[src/rtl/regfile_scoreboard_pkg.sv]
// Shared constants and width helpers for the scoreboarded register file.
package regfile_scoreboard_pkg;

  // Index of the optional hardwired-zero register.
  localparam int unsigned ZeroRegIdx = 0;

  // Selector width; a single-register file still needs a one-bit selector.
  function automatic int unsigned sel_width(input int unsigned nregs);
    return (nregs > 1) ? $clog2(nregs) : 1;
  endfunction

  // Pending-write counter width, wide enough to hold max_pend itself.
  function automatic int unsigned cnt_width(input int unsigned max_pend);
    return $clog2(max_pend + 1);
  endfunction

endpackage

[src/rtl/regfile_scoreboard_entry.sv]
// One architectural register: stored value plus outstanding-write counter.
module regfile_scoreboard_entry #(
  parameter int unsigned DATA_W = 32,
  parameter int unsigned CW     = 1
) (
  input  logic              clk,
  input  logic              rst,
  input  logic              inc_i,
  input  logic              dec_i,
  input  logic [DATA_W-1:0] wdata_i,
  output logic [DATA_W-1:0] data_o,
  output logic [CW-1:0]     cnt_o,
  output logic              busy_o
);

  logic [DATA_W-1:0] data_q, data_d;
  logic [CW-1:0]     cnt_q, cnt_d;

  // Simultaneous reserve and writeback cancel out on the counter; data always takes the write.
  always_comb begin
    cnt_d  = cnt_q;
    data_d = data_q;
    if (inc_i && !dec_i) begin
      cnt_d = cnt_q + 1'b1;
    end else if (dec_i && !inc_i) begin
      cnt_d = cnt_q - 1'b1;
    end
    if (dec_i) begin
      data_d = wdata_i;
    end
  end

  // Entry state with synchronous active-low clear.
  always_ff @(posedge clk) begin
    if (!rst) begin
      cnt_q  <= '0;
      data_q <= '0;
    end else begin
      cnt_q  <= cnt_d;
      data_q <= data_d;
    end
  end

  assign data_o = data_q;
  assign cnt_o  = cnt_q;
  assign busy_o = (cnt_q != '0);

endmodule

[src/rtl/regfile_scoreboard.sv]
// Register file with per-register write-reservation scoreboard, optional writeback bypass
// and optional hardwired zero register. Decode reads operands/ready flags and reserves
// destinations; writeback retires reservations.
module regfile_scoreboard
  import regfile_scoreboard_pkg::*;
#(
  parameter int unsigned NREGS    = 4,
  parameter int unsigned DATA_W   = 32,
  parameter int unsigned MAX_PEND = 1,
  parameter int unsigned BYPASS   = 1,
  parameter int unsigned ZERO_REG = 0,
  localparam int unsigned AW      = sel_width(NREGS),
  localparam int unsigned CW      = cnt_width(MAX_PEND)
) (
  input  logic              clk,
  input  logic              rst,
  input  logic [AW-1:0]     rd_sel_i,
  input  logic [AW-1:0]     rs_sel_i,
  output logic [DATA_W-1:0] rd_data_o,
  output logic [DATA_W-1:0] rs_data_o,
  output logic              rd_ready_o,
  output logic              rs_ready_o,
  input  logic              res_valid_i,
  input  logic [AW-1:0]     res_sel_i,
  output logic              res_ok_o,
  input  logic              wb_valid_i,
  input  logic [AW-1:0]     wb_sel_i,
  input  logic [DATA_W-1:0] wb_data_i,
  output logic [NREGS-1:0]  busy_mask_o,
  output logic              err_wb_o
);

  localparam bit BypassEn = (BYPASS != 0);
  localparam bit ZeroEn   = (ZERO_REG != 0);
  localparam int ZeroIdx  = int'(ZeroRegIdx);

  logic [DATA_W-1:0] data_arr [NREGS];
  logic [CW-1:0]     cnt_arr  [NREGS];
  logic [NREGS-1:0]  wb_hit;
  logic [NREGS-1:0]  inc;
  logic [NREGS-1:0]  busy;
  logic              res_ok;
  logic              err_d, err_q;

  for (genvar i = 0; i < NREGS; i++) begin : r
    logic [DATA_W-1:0] data;
    logic [CW-1:0]     cnt;

    regfile_scoreboard_entry #(
      .DATA_W (DATA_W),
      .CW     (CW)
    ) u_entry (
      .clk     (clk),
      .rst     (rst),
      .inc_i   (inc[i]),
      .dec_i   (wb_hit[i]),
      .wdata_i (wb_data_i),
      .data_o  (data),
      .cnt_o   (cnt),
      .busy_o  (busy[i])
    );

    assign data_arr[i] = data;
    assign cnt_arr[i]  = cnt;
  end

  // A writeback only lands on a register that has an outstanding reservation.
  always_comb begin
    wb_hit = '0;
    for (int i = 0; i < NREGS; i++) begin
      wb_hit[i] = wb_valid_i && (wb_sel_i == AW'(i)) && (cnt_arr[i] != '0) &&
                  !(ZeroEn && (i == ZeroIdx));
    end
  end

  // Operand muxes; out-of-range and hardwired-zero selects fall through to zero/ready.
  always_comb begin
    rd_data_o  = '0;
    rd_ready_o = 1'b1;
    rs_data_o  = '0;
    rs_ready_o = 1'b1;
    for (int i = 0; i < NREGS; i++) begin
      if (!(ZeroEn && (i == ZeroIdx))) begin
        if (rd_sel_i == AW'(i)) begin
          rd_data_o  = (BypassEn && wb_hit[i]) ? wb_data_i : data_arr[i];
          rd_ready_o = (cnt_arr[i] == '0) ||
                       (BypassEn && wb_hit[i] && (cnt_arr[i] == CW'(1)));
        end
        if (rs_sel_i == AW'(i)) begin
          rs_data_o  = (BypassEn && wb_hit[i]) ? wb_data_i : data_arr[i];
          rs_ready_o = (cnt_arr[i] == '0) ||
                       (BypassEn && wb_hit[i] && (cnt_arr[i] == CW'(1)));
        end
      end
    end
  end

  // Reservation acceptance; a same-cycle writeback frees a slot on a full register.
  always_comb begin
    res_ok = 1'b0;
    inc    = '0;
    for (int i = 0; i < NREGS; i++) begin
      if (res_sel_i == AW'(i)) begin
        if (ZeroEn && (i == ZeroIdx)) begin
          res_ok = 1'b1;
        end else begin
          res_ok = (cnt_arr[i] < CW'(MAX_PEND)) || wb_hit[i];
          inc[i] = res_valid_i && res_ok;
        end
      end
    end
  end

  // Flag writebacks that found no reservation; writes to a hardwired zero are silent.
  always_comb begin
    err_d = wb_valid_i && (wb_hit == '0) && !(ZeroEn && (wb_sel_i == AW'(ZeroIdx)));
  end

  // Error pulse register, cleared by reset.
  always_ff @(posedge clk) begin
    if (!rst) begin
      err_q <= 1'b0;
    end else begin
      err_q <= err_d;
    end
  end

  assign res_ok_o    = res_ok;
  assign busy_mask_o = busy;
  assign err_wb_o    = err_q;

endmodule

[config.mk]
export PLATFORM = sky130hd
export DESIGN_NAME = regfile_scoreboard
export DESIGN_NICKNAME = d
export VERILOG_FILES = /design/src/rtl/regfile_scoreboard_pkg.sv /design/src/rtl/regfile_scoreboard_entry.sv /design/src/rtl/regfile_scoreboard.sv
export SDC_FILE = /design/constraint.sdc
export NUM_CORES = 1
export LEC_CHECK = 0
export ABC_AREA = 1
export CORE_ASPECT_RATIO = 1.75
export CORE_MARGIN = 2
export CORE_UTILIZATION = 55
export CTS_BUF_LIST = sky130_fd_sc_hd__clkbuf_8
export DETAILED_ROUTE_END_ITERATION = 16
export PLACE_DENSITY_LB_ADDON = 0.2
export SETUP_SLACK_MARGIN = 0.1
export SLEW_MARGIN = 20
export SYNTH_ARGS = -nofsm -noshare
export SYNTH_HDL_FRONTEND = slang
export SYNTH_SLANG_ARGS = --single-unit
[constraint.sdc]
create_clock -name clk -period 1.95 [get_ports clk]
set_input_delay 0.39 -clock clk [delete_from_list [all_inputs] [get_ports clk]]
set_output_delay 0.39 -clock clk [all_outputs]
set_load 0.05 [all_outputs]
==> flow_metrics.env, run 1 <==
export IMPL_status="aborted with a tool error"
export IMPL_lastStage="global routing (5_1_grt)"
export IMPL_firstError="[ERROR GRT-0116] Global routing finished with congestion. Check the congestion regions in the DRC Viewer."
export IMPL_overflow=3
export IMPL_numClockSinks=133
export IMPL_gp_congestion=0.928
export IMPL_clockBufferDepth=2
export IMPL_grt_first_pass_wirelength_um=79700
export IMPL_die_h_um=161
export IMPL_h_tree_depth=4
export IMPL_synth_top_area_share=0.343
export IMPL_initial_core_util=0.562
export IMPL_avgSynthCellArea_um2=6.07
export IMPL_port_buffers=115
export IMPL_track_usage=0.686
export IMPL_cts_root_buf="clkbuf_8"
export IMPL_synth_seq_cells=133
export IMPL_synth_net_count=1329
export IMPL_synth_area_um2=7770
export IMPL_synthCells=1281
export IMPL_hpwl_um=19200
export IMPL_cts_made_buffers=17
export IMPL_place_area_um2=11000
export IMPL_cts_hold_fix_buffers=0
export IMPL_grt_max_degree=37
export IMPL_die_x_um=93.9
export IMPL_io_pins=116
export IMPL_grt_pass1_vias=13942
export IMPL_ys_types=19
export IMPL_yosys_warnings=0
export IMPL_yosys_top_cells_area="dfxtp_1 34%, nand3_1 21%, nand2_1 14%"
export IMPL_synth_top_area_cell="dfxtp_1"
export IMPL_fp_row_count=57
export IMPL_seq_area_frac_synth=0.343
[cell families after synthesis]
family,Yosys count,synth area share
fa+ha+maj,4,0.00644
compound gates,4,0.00257
flops,133,0.343
buf+inv,256,0.131
xor+xnor,4,0.00451
simple gates,880,0.513
[Yosys cell counts]
master,count
clkbuf_1,50
nand2_2,1
nor2_1,145
clkinv_1,1
nor2_4,1
buf_2,24
nand3_2,1
nor2_2,3
buf_4,7
nand2_1,299
buf_1,2
o21ai_0,3
a21oi_1,1
nand4_1,99
ha_1,4
dfxtp_1,133
inv_1,172
xor2_1,4
nand3_1,331
[through the flow]
step                      TNS (ns)  hold slack, ns  std cells  worst slack [ns]   util
after floorplan           -0.00638           0.511       1281         -0.000396      -
after global placement      -48.78           0.520       1649            -0.700  0.795
after detailed placement    -53.58           0.528       1649            -0.732  0.795
after CTS                   -14.25           0.540       1730            -0.272  0.936
[what timing repair did]
item                                    4_1_cts
cloned                                        8
setup buffers                                43
pin swaps                                   110
hold endpoints to repair                      0
resized for setup                           246
endpoints found under the setup margin       71
[metal layers]
metal,track usage,overflow
met5,0.0347,0
met2,0.894,2
met4,0.661,1
met3,0.463,0
met1,0.704,0
==> run 2: changes to the inputs <==
--- a/config.mk
+++ b/config.mk
@@ -6,13 +6,10 @@
 export NUM_CORES = 1
 export LEC_CHECK = 0
 export ABC_AREA = 1
-export CORE_ASPECT_RATIO = 1.75
 export CORE_MARGIN = 2
-export CORE_UTILIZATION = 55
-export CTS_BUF_LIST = sky130_fd_sc_hd__clkbuf_8
+export CORE_UTILIZATION = 40
 export DETAILED_ROUTE_END_ITERATION = 16
-export PLACE_DENSITY_LB_ADDON = 0.2
-export SETUP_SLACK_MARGIN = 0.1
+export PLACE_DENSITY_LB_ADDON = 0.15
 export SLEW_MARGIN = 20
 export SYNTH_ARGS = -nofsm -noshare
 export SYNTH_HDL_FRONTEND = slang
==> run 2 against run 1 <==
The flow now finishes, with violations (setup timing). Synthesized cell count unchanged. Area after synthesis unchanged.
==> flow_metrics.env, run 2 <==
export IMPL_fill_cells=1329
export IMPL_r2r_slack_ns=0.03
export IMPL_track_usage=0.315
export IMPL_fin_ws_ns=-0.300
export IMPL_synth_area_um2=7770
export IMPL_cts_tree="yes"
export IMPL_whs_ns=0.533
export IMPL_crit_type="register to output pin"
export IMPL_dr_pass1_iters=8
export IMPL_status="complete, but fails checks"
export IMPL_maxSlewHeadroom=0.667
export IMPL_numClockSinks=133
export IMPL_core_um2=18900
export IMPL_diodes=0
export IMPL_clk_latency_ns=0.44
export IMPL_drive_gt1_frac=0.357
export IMPL_avgSynthCellArea_um2=6.07
export IMPL_synth_edff_count=0
export IMPL_timing_final_crit_share=1.15
export IMPL_worst_path_max_delay_cell="dfxtp_4"
export IMPL_drcViolationCount=0
export IMPL_hold_path_class="register to register"
export IMPL_mostFrequentLayoutCells="255 x nand3_1, 198 x nand2_1, 176 x buf_4"
export IMPL_worst_ep_arrival_time_ns=1.86
export IMPL_slew_violations=0
export IMPL_synth_net_count=1329
export IMPL_hold_viol=0
export IMPL_final_common_cell="nand3_1"
export IMPL_synth_top_area_cell="dfxtp_1"
export IMPL_drt_antenna_violating_nets=0
export IMPL_violations="setup timing"
export IMPL_wl_per_cell_um=19.8
export IMPL_max_cap_violations=0
export IMPL_crit_path_max_incr_delay_ns=0.43
export IMPL_p_total_mw=7.78
export IMPL_gp_congestion=0.899
export IMPL_critPathBufInv=2
export IMPL_cp_end_kind="output pin"
export IMPL_largest_reg_flops=128
export IMPL_io_pins=116
export IMPL_seq_area_frac_synth=0.343
export IMPL_path_delay_family="simple AND/OR/NAND/NOR gates"
export IMPL_worstPathCellList="nand3_4 -> clkbuf_16 -> nand2_1 -> nand3_1 -> nand4_1 -> buf_12"
export IMPL_min_period_ns=2.25
export IMPL_yosys_most_used_dff="dfxtp_1"
export IMPL_path_max_fanout=11
export IMPL_worstMarginPinSlew_ns=0.499
export IMPL_synth_seq_cells=133
export IMPL_skew_ns=0.00897
export IMPL_yosysMostFrequentCell="nand3_1"
export IMPL_port_buffers=115
export IMPL_cts_root_buf="clkbuf_16"
export IMPL_yosys_top_cells_area="dfxtp_1 34%, nand3_1 21%, nand2_1 14%"
export IMPL_crit_required_ns=1.56
export IMPL_power_density_nw_per_um2=554
export IMPL_antenna_found_initial=0
export IMPL_routed_wl_um=37000
export IMPL_async_flop_share=0
export IMPL_synth_common_cells="331 x nand3_1, 299 x nand2_1, 172 x inv_1"
export IMPL_peakVddDrop_mv=0.606
export IMPL_grt_first_pass_wirelength_um=49900
export IMPL_via_count=10721
export IMPL_clockBufferDepth=2
export IMPL_fp_row_count=50
export IMPL_synth_top_area_share=0.343
export IMPL_initial_core_util=0.411
export IMPL_dieArea_um2=20600
export IMPL_clkTransAtPathRegs_ns=0.06
export IMPL_ys_types=19
export IMPL_cts_made_buffers=17
export IMPL_dp_slack_ns=-0.661
export IMPL_hpwl_um=18600
export IMPL_grt_pass1_vias=9744
export IMPL_start_kind="register"
export IMPL_fin_setup_tns_ns=-15.00
export IMPL_fmax_mhz=444
export IMPL_drtIter0Drc=1207
export IMPL_h_tree_depth=4
export IMPL_grt_max_degree=56
export IMPL_synthCells=1281
export IMPL_nNetsFinal=1644
export IMPL_finalSetupViolCount=67
export IMPL_rsz0062_at_grt="yes"
export IMPL_final_cells=1869
export IMPL_place_inst=1746
export IMPL_die_x_um=143
export IMPL_vias_per_cell=5.74
export IMPL_overflow=0
export IMPL_leakagePower_nw=6.09
export IMPL_die_h_um=143
export IMPL_syn_to_final_growth_pct=80.6
export IMPL_yosys_warnings=0
[run 2: final timing paths]
| check | start | cells past startpoint | end |
|---|---|---|---|
| hold reg to reg | r[3].u_entry.data_o[25] | 4 | r[3].u_entry.data_o[25] |
| hold / removal | r[3].u_entry.data_o[25] | 4 | r[3].u_entry.data_o[25] |
| setup reg to reg | r[0].u_entry.busy_o | 12 | r[0].u_entry.data_o[3] |
| setup / recovery | r[0].u_entry.busy_o | 6 | rs_data_o[1] |
[run 2: metal layers]
metal	share of wire	routed length, µm	track usage
met4	0.067	2490	0.178
met2	0.45	16700	0.523
met5	0	0	0
met3	0.11	3990	0.0510
met1	0.37	13900	0.387
[run 2: power by group]
part	internal, mW	total [mW]	switching [mW]
combinational	0.719	1.75	1.03
sequential	2.77	2.80	0.0294
clock	1.93	3.23	1.30
[run 2: logic make-up (layout without fill, tap and decap cells)]
kind of cell | after synthesis | count (layout) | synth area share
AND/OR/NAND/NOR | 880 | 880 | 0.513
buffers and inverters | 256 | 584 | 0.131
flip-flops | 133 | 133 | 0.343
adder cells (fa/ha/maj) | 4 | 4 | 0.00644
AO/OA/AOI/OAI | 4 | 4 | 0.00257
XOR/XNOR | 4 | 4 | 0.00451
[run 2: worst register-to-register path: cells and delay by family (launching register included)]
family / cells / cell delay (ns)
buffers and inverters: 9 / 1.14
DFF: 1 / 0.43
and+or+nand+nor: 3 / 0.22
[run 2: metrics by stage]
stage          cell area (µm²)   util
2_1_floorplan             7930      -
3_3_place_gp             11300  0.597
3_5_place_dp             11300  0.597
4_1_cts                  12900  0.681
5_1_grt                  14000  0.743
6_report                 14000  0.743
[run 2: area by class of cell]
| class | count | area (µm²) | area share |
|---|---|---|---|
| multi-input combinational | 892 | 5050 | 0.360 |
| clock buffer | 22 | 464 | 0.0331 |
| tap | 260 | 325 | 0.0232 |
| sequential | 133 | 2680 | 0.191 |
| timing repair buffer | 379 | 4760 | 0.339 |
| clock inverter | 10 | 105 | 0.00749 |
| inverter | 173 | 654 | 0.0466 |
[run 2: repair_timing]
item,CTS,global route
pin swaps,69,74
hold buffers,0,0
setup endpoints to repair,67,72
cloned,12,14
buffers inserted,58,15
gates resized for setup,116,207
Power figures use the tool's default switching activity.
